File: src/rtl/uart_pkg.sv
// UART shared types: parity mode and FSM state encodings.
// Helper for computing the parity bit of a word.
package uart_pkg;

  typedef enum logic [1:0] {
    PAR_NONE,
    PAR_EVEN,
    PAR_ODD
  } parity_t;

  typedef enum logic [2:0] {
    TX_IDLE,
    TX_START,
    TX_DATA,
    TX_PAR,
    TX_STOP
  } tx_state_t;

  typedef enum logic [2:0] {
    RX_IDLE,
    RX_START,
    RX_DATA,
    RX_PAR,
    RX_STOP,
    RX_WAIT_HIGH
  } rx_state_t;

  // x is the XOR of the data bits; result is the parity bit to send
  function automatic logic par_bit(parity_t p, logic x);
    return x ^ (p == PAR_ODD);
  endfunction

endpackage

File: src/rtl/uart_if.sv
// UART pin and stream bundle.
// master = user/line side, slave = the UART itself.
interface uart_if #(
  parameter int DATA = 8
);

  logic [DATA-1:0] tx_data;
  logic            tx_valid;
  logic            tx_ready;
  logic            tx;
  logic            rx;
  logic [DATA-1:0] rx_data;
  logic            rx_valid;
  logic            rx_frame_err;
  logic            rx_parity_err;

  modport master (
    output tx_data, tx_valid, rx,
    input  tx_ready, tx, rx_data,
    input  rx_valid, rx_frame_err, rx_parity_err
  );

  modport slave (
    input  tx_data, tx_valid, rx,
    output tx_ready, tx, rx_data,
    output rx_valid, rx_frame_err, rx_parity_err
  );

endinterface

File: src/rtl/uart_bit_timer.sv
// Bit-period timer: counts clocks since the last clear.
// half_o on the HALF-th clock, full_o on the CYCLES-th clock.
module uart_bit_timer #(
  parameter int CYCLES = 10
) (
  input  logic clk,
  input  logic rst,
  input  logic clr_i,
  output logic half_o,
  output logic full_o
);

  localparam int W    = $clog2(CYCLES + 1);
  localparam int HALF = CYCLES / 2;

  logic [W-1:0] cnt_q, cnt_d;

  // next count: clear wins, otherwise advance
  always_comb begin
    cnt_d = cnt_q + 1'b1;
    if (clr_i) cnt_d = '0;
  end

  // counter register
  always_ff @(posedge clk) begin
    if (rst) cnt_q <= '0;
    else     cnt_q <= cnt_d;
  end

  assign half_o = (cnt_q == W'(HALF - 1));
  assign full_o = (cnt_q == W'(CYCLES - 1));

endmodule

File: src/rtl/uart_cfg.sv
// Configurable full-duplex UART: DATA bits, none/even/odd parity,
// 1-2 stop bits, synchronised mid-bit sampled receiver.
module uart_cfg
  import uart_pkg::*;
#(
  parameter int      CLOCK  = 50000000,
  parameter int      BAUD   = 9600,
  parameter int      DATA   = 8,
  parameter parity_t PARITY = PAR_NONE,
  parameter int      STOP   = 1
) (
  input logic  clk,
  input logic  rst,
  uart_if.slave bus
);

  localparam int CYCLES = CLOCK / BAUD;
  localparam int IW     = $clog2(DATA + 1);

  if (CYCLES < 4 || DATA < 5 || DATA > 9 ||
      STOP < 1 || STOP > 2) begin : g_bad_cfg
    $error("uart_cfg: illegal CYCLES/DATA/STOP");
  end

  // ---------------- transmitter ----------------
  tx_state_t       tx_st_q, tx_st_d;
  logic [DATA-1:0] tx_sh_q, tx_sh_d;
  logic [IW-1:0]   tx_idx_q, tx_idx_d;
  logic            tx_par_q, tx_par_d;
  logic            tx_q, tx_d;
  logic            tx_clr, tx_full, tx_half_unused;

  uart_bit_timer #(.CYCLES(CYCLES)) u_tx_tmr (
    .clk    (clk),
    .rst    (rst),
    .clr_i  (tx_clr),
    .half_o (tx_half_unused),
    .full_o (tx_full)
  );

  // TX sequencing; the line level is registered for a glitch-free pin
  always_comb begin
    tx_st_d  = tx_st_q;
    tx_sh_d  = tx_sh_q;
    tx_idx_d = tx_idx_q;
    tx_par_d = tx_par_q;
    tx_d     = tx_q;
    tx_clr   = 1'b0;
    unique case (tx_st_q)
      TX_IDLE: begin
        tx_d = 1'b1;
        if (bus.tx_valid) begin
          tx_st_d  = TX_START;
          tx_sh_d  = bus.tx_data;
          tx_par_d = par_bit(PARITY, ^bus.tx_data);
          tx_d     = 1'b0;
          tx_clr   = 1'b1;
        end
      end
      TX_START: begin
        if (tx_full) begin
          tx_st_d  = TX_DATA;
          tx_d     = tx_sh_q[0];
          tx_idx_d = '0;
          tx_clr   = 1'b1;
        end
      end
      TX_DATA: begin
        if (tx_full) begin
          tx_clr = 1'b1;
          if (tx_idx_q == IW'(DATA - 1)) begin
            tx_idx_d = '0;
            if (PARITY == PAR_NONE) begin
              tx_st_d = TX_STOP;
              tx_d    = 1'b1;
            end else begin
              tx_st_d = TX_PAR;
              tx_d    = tx_par_q;
            end
          end else begin
            tx_idx_d = tx_idx_q + 1'b1;
            tx_sh_d  = tx_sh_q >> 1;
            tx_d     = tx_sh_q[1];
          end
        end
      end
      TX_PAR: begin
        if (tx_full) begin
          tx_st_d = TX_STOP;
          tx_d    = 1'b1;
          tx_clr  = 1'b1;
        end
      end
      TX_STOP: begin
        if (tx_full) begin
          tx_clr = 1'b1;
          if (tx_idx_q == IW'(STOP - 1)) begin
            tx_st_d  = TX_IDLE;
            tx_idx_d = '0;
          end else begin
            tx_idx_d = tx_idx_q + 1'b1;
          end
        end
      end
      default: begin
        tx_st_d = TX_IDLE;
        tx_d    = 1'b1;
      end
    endcase
  end

  // TX state registers
  always_ff @(posedge clk) begin
    if (rst) begin
      tx_st_q  <= TX_IDLE;
      tx_sh_q  <= '0;
      tx_idx_q <= '0;
      tx_par_q <= 1'b0;
      tx_q     <= 1'b1;
    end else begin
      tx_st_q  <= tx_st_d;
      tx_sh_q  <= tx_sh_d;
      tx_idx_q <= tx_idx_d;
      tx_par_q <= tx_par_d;
      tx_q     <= tx_d;
    end
  end

  assign bus.tx       = tx_q;
  assign bus.tx_ready = (tx_st_q == TX_IDLE);

  // ---------------- receiver ----------------
  logic            rx_s1_q, rx_s2_q, rx_s;
  rx_state_t       rx_st_q, rx_st_d;
  logic [DATA-1:0] rx_sh_q, rx_sh_d;
  logic [DATA-1:0] rx_data_q, rx_data_d;
  logic [IW-1:0]   rx_idx_q, rx_idx_d;
  logic            rx_pbad_q, rx_pbad_d;
  logic            rx_fbad_q, rx_fbad_d;
  logic            rx_vld_q, rx_vld_d;
  logic            rx_fe_q, rx_fe_d;
  logic            rx_pe_q, rx_pe_d;
  logic            rx_clr, rx_half, rx_full;

  assign rx_s = rx_s2_q;

  // two-flop synchroniser for the asynchronous line
  always_ff @(posedge clk) begin
    if (rst) begin
      rx_s1_q <= 1'b1;
      rx_s2_q <= 1'b1;
    end else begin
      rx_s1_q <= bus.rx;
      rx_s2_q <= rx_s1_q;
    end
  end

  uart_bit_timer #(.CYCLES(CYCLES)) u_rx_tmr (
    .clk    (clk),
    .rst    (rst),
    .clr_i  (rx_clr),
    .half_o (rx_half),
    .full_o (rx_full)
  );

  // RX sequencing: realign at mid start bit, then sample every bit period
  always_comb begin
    rx_st_d   = rx_st_q;
    rx_sh_d   = rx_sh_q;
    rx_data_d = rx_data_q;
    rx_idx_d  = rx_idx_q;
    rx_pbad_d = rx_pbad_q;
    rx_fbad_d = rx_fbad_q;
    rx_vld_d  = 1'b0;
    rx_fe_d   = 1'b0;
    rx_pe_d   = 1'b0;
    rx_clr    = 1'b0;
    unique case (rx_st_q)
      RX_IDLE: begin
        if (!rx_s) begin
          rx_st_d = RX_START;
          rx_clr  = 1'b1;
        end
      end
      RX_START: begin
        if (rx_half) begin
          if (rx_s) begin
            rx_st_d = RX_IDLE;
          end else begin
            rx_st_d   = RX_DATA;
            rx_clr    = 1'b1;
            rx_idx_d  = '0;
            rx_pbad_d = 1'b0;
            rx_fbad_d = 1'b0;
          end
        end
      end
      RX_DATA: begin
        if (rx_full) begin
          rx_clr  = 1'b1;
          rx_sh_d = {rx_s, rx_sh_q[DATA-1:1]};
          if (rx_idx_q == IW'(DATA - 1)) begin
            rx_idx_d = '0;
            if (PARITY == PAR_NONE) rx_st_d = RX_STOP;
            else                    rx_st_d = RX_PAR;
          end else begin
            rx_idx_d = rx_idx_q + 1'b1;
          end
        end
      end
      RX_PAR: begin
        if (rx_full) begin
          rx_clr    = 1'b1;
          rx_pbad_d = rx_s ^ par_bit(PARITY, ^rx_sh_q);
          rx_st_d   = RX_STOP;
        end
      end
      RX_STOP: begin
        if (rx_full) begin
          rx_clr = 1'b1;
          if (!rx_s) rx_fbad_d = 1'b1;
          if (rx_idx_q == IW'(STOP - 1)) begin
            rx_idx_d = '0;
            if (rx_fbad_q || !rx_s) begin
              rx_fe_d = 1'b1;
              rx_st_d = RX_WAIT_HIGH;
            end else if (rx_pbad_q) begin
              rx_pe_d = 1'b1;
              rx_st_d = RX_IDLE;
            end else begin
              rx_vld_d  = 1'b1;
              rx_data_d = rx_sh_q;
              rx_st_d   = RX_IDLE;
            end
          end else begin
            rx_idx_d = rx_idx_q + 1'b1;
          end
        end
      end
      RX_WAIT_HIGH: begin
        if (rx_s) rx_st_d = RX_IDLE;
      end
      default: rx_st_d = RX_IDLE;
    endcase
  end

  // RX state, result and pulse registers
  always_ff @(posedge clk) begin
    if (rst) begin
      rx_st_q   <= RX_IDLE;
      rx_sh_q   <= '0;
      rx_data_q <= '0;
      rx_idx_q  <= '0;
      rx_pbad_q <= 1'b0;
      rx_fbad_q <= 1'b0;
      rx_vld_q  <= 1'b0;
      rx_fe_q   <= 1'b0;
      rx_pe_q   <= 1'b0;
    end else begin
      rx_st_q   <= rx_st_d;
      rx_sh_q   <= rx_sh_d;
      rx_data_q <= rx_data_d;
      rx_idx_q  <= rx_idx_d;
      rx_pbad_q <= rx_pbad_d;
      rx_fbad_q <= rx_fbad_d;
      rx_vld_q  <= rx_vld_d;
      rx_fe_q   <= rx_fe_d;
      rx_pe_q   <= rx_pe_d;
    end
  end

  assign bus.rx_data       = rx_data_q;
  assign bus.rx_valid      = rx_vld_q;
  assign bus.rx_frame_err  = rx_fe_q;
  assign bus.rx_parity_err = rx_pe_q;

endmodule

File: src/flat_wrapper.sv
// flat-port wrapper written by rule: the top's interface ports become plain ports
module uart_cfg_flat import uart_pkg::*;
#(
  parameter int      CLOCK  = 50000000,
  parameter int      BAUD   = 9600,
  parameter int      DATA   = 8,
  parameter parity_t PARITY = PAR_NONE,
  parameter int      STOP   = 1
)
  (clk, rst, bus_tx_data, bus_tx_valid, bus_rx, bus_tx_ready, bus_tx, bus_rx_data, bus_rx_valid, bus_rx_frame_err, bus_rx_parity_err);
  uart_if #(.DATA(DATA)) bus_i ();
  input logic clk;
  input logic rst;
  input wire logic [$bits(bus_i.tx_data)-1:0] bus_tx_data;
  input wire logic [$bits(bus_i.tx_valid)-1:0] bus_tx_valid;
  input wire logic [$bits(bus_i.rx)-1:0] bus_rx;
  output wire logic [$bits(bus_i.tx_ready)-1:0] bus_tx_ready;
  output wire logic [$bits(bus_i.tx)-1:0] bus_tx;
  output wire logic [$bits(bus_i.rx_data)-1:0] bus_rx_data;
  output wire logic [$bits(bus_i.rx_valid)-1:0] bus_rx_valid;
  output wire logic [$bits(bus_i.rx_frame_err)-1:0] bus_rx_frame_err;
  output wire logic [$bits(bus_i.rx_parity_err)-1:0] bus_rx_parity_err;
  assign bus_i.tx_data = bus_tx_data;
  assign bus_i.tx_valid = bus_tx_valid;
  assign bus_i.rx = bus_rx;
  assign bus_tx_ready = bus_i.tx_ready;
  assign bus_tx = bus_i.tx;
  assign bus_rx_data = bus_i.rx_data;
  assign bus_rx_valid = bus_i.rx_valid;
  assign bus_rx_frame_err = bus_i.rx_frame_err;
  assign bus_rx_parity_err = bus_i.rx_parity_err;
  uart_cfg #(.CLOCK(CLOCK), .BAUD(BAUD), .DATA(DATA), .PARITY(PARITY), .STOP(STOP)) u_core (.clk(clk), .rst(rst), .bus(bus_i));
endmodule
File: config.mk
export PLATFORM = sky130hd
export DESIGN_NAME = uart_cfg_flat
export DESIGN_NICKNAME = d
export VERILOG_FILES = /design/src/rtl/uart_pkg.sv /design/src/rtl/uart_if.sv /design/src/rtl/uart_bit_timer.sv /design/src/rtl/uart_cfg.sv /design/src/flat_wrapper.sv
export SDC_FILE = /design/constraint.sdc
export NUM_CORES = 1
export LEC_CHECK = 0
export CORE_ASPECT_RATIO = 0.7
export CORE_MARGIN = 4
export CORE_UTILIZATION = 29
export DETAILED_ROUTE_END_ITERATION = 8
export GPL_TIMING_DRIVEN = 1
export PLACE_DENSITY = 0.49
export SKIP_LAST_GASP = 1
export SLEW_MARGIN = 20
export SYNTH_ARGS = -nofsm -noshare
export SYNTH_HDL_FRONTEND = slang
export SYNTH_SLANG_ARGS = --single-unit
File: constraint.sdc
create_clock -name clk -period 2.1 [get_ports clk]
set_input_delay 0.21 -clock clk [delete_from_list [all_inputs] [get_ports clk]]
set_output_delay 0.21 -clock clk [all_outputs]
set_load 0.05 [all_outputs]
==> Word level (Yosys, flattened, before mapping) <==
Index checks and enable logic that the tools add are counted.
{ "totals": {"out_inout_bits": 13, "reg_bits": 72, "word_cells": 147} }
{ "op_classes": {"n_addsub": 4, "bitwise_logic": 7, "n_mux": 59, "n_reduce_logical": 28, "eq_ne": 32} }
{ "op_table": {"columns": ["operator", "count"], "rows": [
  ["$mux W3", 16],
  ["$mux W4", 11],
  ["$add A13 B1 Y13 const B", 2],
  ["$eq A13 B13 Y1 const B", 2],
  ["$ne A2 B1 Y1 const B", 13],
  ["$mux W8", 3],
  ["$pmux W4 S3", 2],
  ["$mux W1", 18],
  ["$pmux W3 S6", 1],
  ["$pmux W8 S2", 1],
  ["$reduce_and A4 Y1", 4],
  ["$pmux W3 S5", 1],
  ["$reduce_and A5 Y1", 3],
  ["$eq A13 B12 Y1 const B", 1],
  ["$eq A3 B2 Y1 const B", 4],
  ["$ne A2 B2 Y1 const B", 5],
  ["$eq A3 B3 Y1 const B", 3],
  ["$add A4 B1 Y4 const B", 2],
  ["$eq A4 B3 Y1 const B", 2],
  ["$logic_not A4 Y1", 2],
  ["$reduce_and A8 Y1", 1],
  ["$reduce_or A4 Y1", 2],
  ["$reduce_xor A8 Y1", 1],
  ["$reduce_and A7 Y1", 1],
  ["16 further kinds", 29]
]} }

==> Logic depth before layout (Yosys ltp) <==
{ "logic_depth": {"depth_word": 6, "mapped_depth": 8, "mapped_depth_nobuf": 7} }

==> Hierarchy <==
From an unflattened synthesis, not the netlist that was laid out.
{ "unflattened": {"cells_unflattened": 409, "hier_area_um2": 3525.9} }
{ "modules_own_cells": {"columns": ["module", "n_inst", "cells_each", "area_per_inst_um2"], "rows": [
  ["uart_cfg", 1, 263, 2262.2],
  ["uart_bit_timer", 2, 73, 631.9]
]} }

==> Worst setup path after synthesis <==
OpenSTA, ideal clock, no wires.
{ "synth_path": {"path_type": "reg-to-reg", "start": "register u_core.u_rx_tmr.cnt_q[2]", "end": "register u_core.rx_st_q[0]", "path_stages_with_launch": 6, "arrival_time_ps": 2195, "required_ps": 1979, "period_less_slack_ps": 2316, "setup_ps": 121, "slack_ps": -216, "cell_sequence": "dfxtp_1 > or4b_1 > or4_4 > a32oi_4 > o211a_1 > mux2_2"} }
{ "synth_between": {"elab_chain_len": 3, "word_cells_on_any_way": 7} }
{ "synth_rtl": {"columns": ["element", "line", "source"], "rows": [
  ["start: declaration", "uart_bit_timer.sv:16", "logic [W-1:0] cnt_q, cnt_d;"],
  ["start signal: assignment", "uart_bit_timer.sv:27", "else cnt_q <= cnt_d;"],
  ["$eq A13 B13 Y1 or $eq A13 B12 Y1 (tied branches)", "uart_bit_timer.sv:31, uart_bit_timer.sv:30", null],
  ["$ne A2 B1 Y1 (no source line)", null, null],
  ["$reduce_and A8 Y1 (no source line) *", null, null],
  ["end signal: assignment", "uart_cfg.sv:260", "rx_st_q <= rx_st_d;"],
  ["end: declaration", "uart_cfg.sv:134", "rx_state_t rx_st_q, rx_st_d;"]
]} }
Every way passes the cells marked *; elsewhere a longest branch is shown, timed or not.
A chain may end at the register's enable or synchronous reset.

==> Worst setup path after layout <==
{ "layout_path": {"start": "register u_core.u_rx_tmr.cnt_q[4]", "end": "register u_core.rx_st_q[0]"} }
Same word-level chain as after synthesis.

==> out/results.tsv <==
stage	metric	value	unit
outcome	status	finished, violations left	
outcome	failing checks	negative setup slack	
global_routing	initial antenna violation count	0	
global_routing	total track usage	12.1	%
layout	ANT cells	0	
layout	area delta synth->final	31.0	%
layout	fin util	39.2	%
sta	slew of the pin with the lowest slew margin	0.522	ns
route	Avg Vias per Cell	4.78	
sta	final number of max-transition violations	0	
placement	Placed Cells incl. Taps	591	
layout	# nets final	467	
worst_hold_path	hold endpoint	u_core.rx_s	
synth	FF+latch count, synth	72	
setup_path	R2R Path Start	u_core.u_rx_tmr.cnt_q[4]	
sta	highest clock rate	0.435	GHz
placement	dpl ws	-0.199	ns
synth	Synth area leader	dfxtp_1	
power_and_ir_drop	P_leak	1.65	nW
setup_path	r2r worst-path depth	5	
synth	Syn Nets	413	
synth	Synth cell types	59	
synth	Synth async-reset ratio	0	%
worst_hold_path	HP Class	register to register	
floorplanning	Initial Utilization	29.9	%
floorplanning	I/O pin count	25	
setup_path	critical path capture point type	register	
global_routing	first-pass GRT wire length	13.9	mm
sta	Final Skew	0.00784	ns
sta	Setup Viol. Count Final	20	
route	WL/cell	13.2	um
synth	Synth warnings	0	
route	total wire length	8.06	mm
sta	unrepaired setup endpoints after global routing	yes	
power_and_ir_drop	Power Density	729	mW/mm2
synth	top cell type's share of synthesized area	40.6	%
sta	Slew headroom	64.8	%
clocking	Num CTS Buffers	9	
route	DRC Markers	0	
setup_path	r2r endpoint	u_core.rx_st_q[0]	
global_routing	GRT overflow	0	
synth	post-synth design cell area	0.00355	mm2
placement	Port Buffers	24	
placement	DP HPWL	5.56	mm
clocking	CTS tree	built	
layout	share of post-route cells with drive strength above 1	20.5	%
floorplanning	Die Ht	101	um
route	DR vias	2922	
sta	Final Hold Vio Count	0	
sta	crit share post-route	109	%
floorplanning	Rows	33	
route	drt pass-1 iters	4	
clocking	clock slew at reported path FFs	0.06	ns
synth	Mapped Avg Cell Area	8.98	um2
sta	Tmin final	2.30	ns
sta	setup ws final	-0.199	ns
synth	Gate Count Post-Synth	395	
floorplanning	die width	140	um
setup_path	Worst Setup Start Kind	register	
layout	Non-Filler Instances	611	
setup_path	Worst Path Required	2.31	ns
global_routing	largest net degree at the start of global routing	44	
placement	Placer Congestion	0.870	
clocking	Clock Latency Late Sink	0.33	ns
synth	count leader, synth	dfxtp_1	
setup_path	WP data arrival	2.51	ns
synth	dominant synthesized flop cell	dfxtp_1	
synth	synth top area cells	dfxtp_1 41%, nor2_1 5.8%, mux2i_1 5.1%	
clocking	clock sinks	72	
route	Iter 0 DRT Violations	192	
floorplanning	full die area	0.0141	mm2
clocking	root buf cell	clkbuf_16	
clocking	CTS H-tree depth	3	
setup_path	worst reg-to-reg setup slack	-0.20	ns
setup_path	CP Max Fanout	3	
job	number of max-cap violations	0	
power_and_ir_drop	worst IR drop on VDD	373	uV
route	post-route ant nets	0	
setup_path	critical path type	register to register	
worst_hold_path	Hold Crit Depth	1	
floorplanning	core area	0.0119	mm2
global_routing	number of global-route vias before repair	2859	
synth	list of most frequent post-synthesis cells	72 x dfxtp_1, 55 x nor2_1, 27 x a21oi_1	
synth	sequential area share after synthesis	40.6	%
clocking	Post-CTS Hold Buffers	0	
synth	number of synthesized flops with an enable pin	0	
worst_hold_path	Hold Crit Start	u_core.rx_s1_q	
clocking	Longest Clk Path Bufs	2	
==> worst max path at each step <==
stage,from,end,depth (start not counted),slack [ns]
after CTS,u_core.u_rx_tmr.cnt_q[12],u_core.rx_st_q[0],5,-0.18
after global routing,u_core.u_rx_tmr.cnt_q[4],u_core.rx_st_q[2],6,-0.23
after global placement,u_core.u_rx_tmr.cnt_q[10],u_core.rx_st_q[0],5,-0.19
after floorplan,u_core.u_rx_tmr.cnt_q[10],u_core.rx_st_q[0],5,-0.17
final,u_core.u_rx_tmr.cnt_q[4],u_core.rx_st_q[0],5,-0.20
after detailed placement,u_core.u_rx_tmr.cnt_q[10],u_core.rx_idx_q[3],6,-0.20
==> where the power goes <==
part           leakage (nW)  total [mW]  internal (mW)  switching [mW]
clock network         0.157        1.65           1.05           0.600
logic                 0.905       0.309          0.160           0.149
registers             0.586        1.43           1.40          0.0337
total                  1.65        3.39           2.61           0.783
==> metrics by stage <==
step	setup TNS, ns	total power, mW	instance area, um2	hold slack (ns)
after floorplan	-0.381	1.64	3560	0.314
after global placement	-1.87	1.75	4200	0.401
after detailed placement	-1.89	1.75	4200	0.407
after CTS	-2.87	3.43	4570	0.419
after global routing	-3.78	3.53	4650	0.436
final	-2.76	3.39	4650	0.423
==> cells by family after synthesis <==
group / after synthesis / share of synthesized area (%)
AO/OA/AOI/OAI: 70 / 15.0
XOR/XNOR: 30 / 7.80
adder cells (fa/ha/maj): 6 / 2.12
buffers and inverters: 31 / 3.56
flip-flops: 72 / 40.6
multiplexers: 19 / 5.40
AND/OR/NAND/NOR: 167 / 25.5
==> area by class of cell <==
cell class              count  area, um2
fillers                  1167       7200
multi-input cells         293       2070
flip-flops and latches     72       1450
repair buffers             63        572
clock buffers              10        229
well taps                 157        196
clock inverters             6       91.3
inverters                  10       37.5
==> cells in the final DEF, fill, tap and decap left out, types with 8 or more instances in the layout <==
cell type,count
nor2_1,49
dfxtp_1,68
and3_1,10
clkdlybuf4s50_1,23
nand3_1,23
xor2_1,16
a21oi_1,27
nand2_1,24
o21ai_0,8
a311oi_1,8
clkbuf_16,9
inv_1,10
buf_4,34
mux2i_1,18
xnor2_1,13
==> layer usage <==
layer	up-vias	track usage, %	part of all wire, %
li1	1517	-	-
met1	1361	18.4	58
met2	36	16.2	38
met3	8	3.51	3.0
met4	0	4.02	1.1
met5	-	0	0
==> critical path: stages (launching register included) <==
cell and delay, ns:
dfxtp_2 0.31, or4bb_1 0.53, or4_4 0.59, a32oi_4 0.27, o211a_1 0.20, mux2_4 0.29
==> sequential cells by signal, summed over array words and instances (netlist names) <==
| signal | count |
|---|---|
| u_core.bus.rx_data | 8 |
| u_core.tx_idx_q | 4 |
| u_core.rx_idx_q | 4 |
| u_core.tx_sh_q | 8 |
| u_core.tx_st_q | 3 |
| u_core.bus.rx_parity_err | 1 |
| u_core.rx_pbad_q | 1 |
| u_core.u_rx_tmr.cnt_q | 13 |
| u_core.rx_s1_q | 1 |
| u_core.rx_fbad_q | 1 |
| u_core.rx_st_q | 3 |
| u_core.bus.tx | 1 |
| u_core.bus.rx_valid | 1 |
| u_core.bus.rx_frame_err | 1 |
| u_core.rx_sh_q | 8 |
| u_core.u_tx_tmr.cnt_q | 13 |
| u_core.rx_s | 1 |
==> repair_timing <==
item	CTS	global route
cloned	1	0
pin swaps	9	8
buffers inserted	3	0
gates resized for setup	4	17
setup endpoints to repair	20	43
Note: power is estimated with default switching activity, not from simulation.
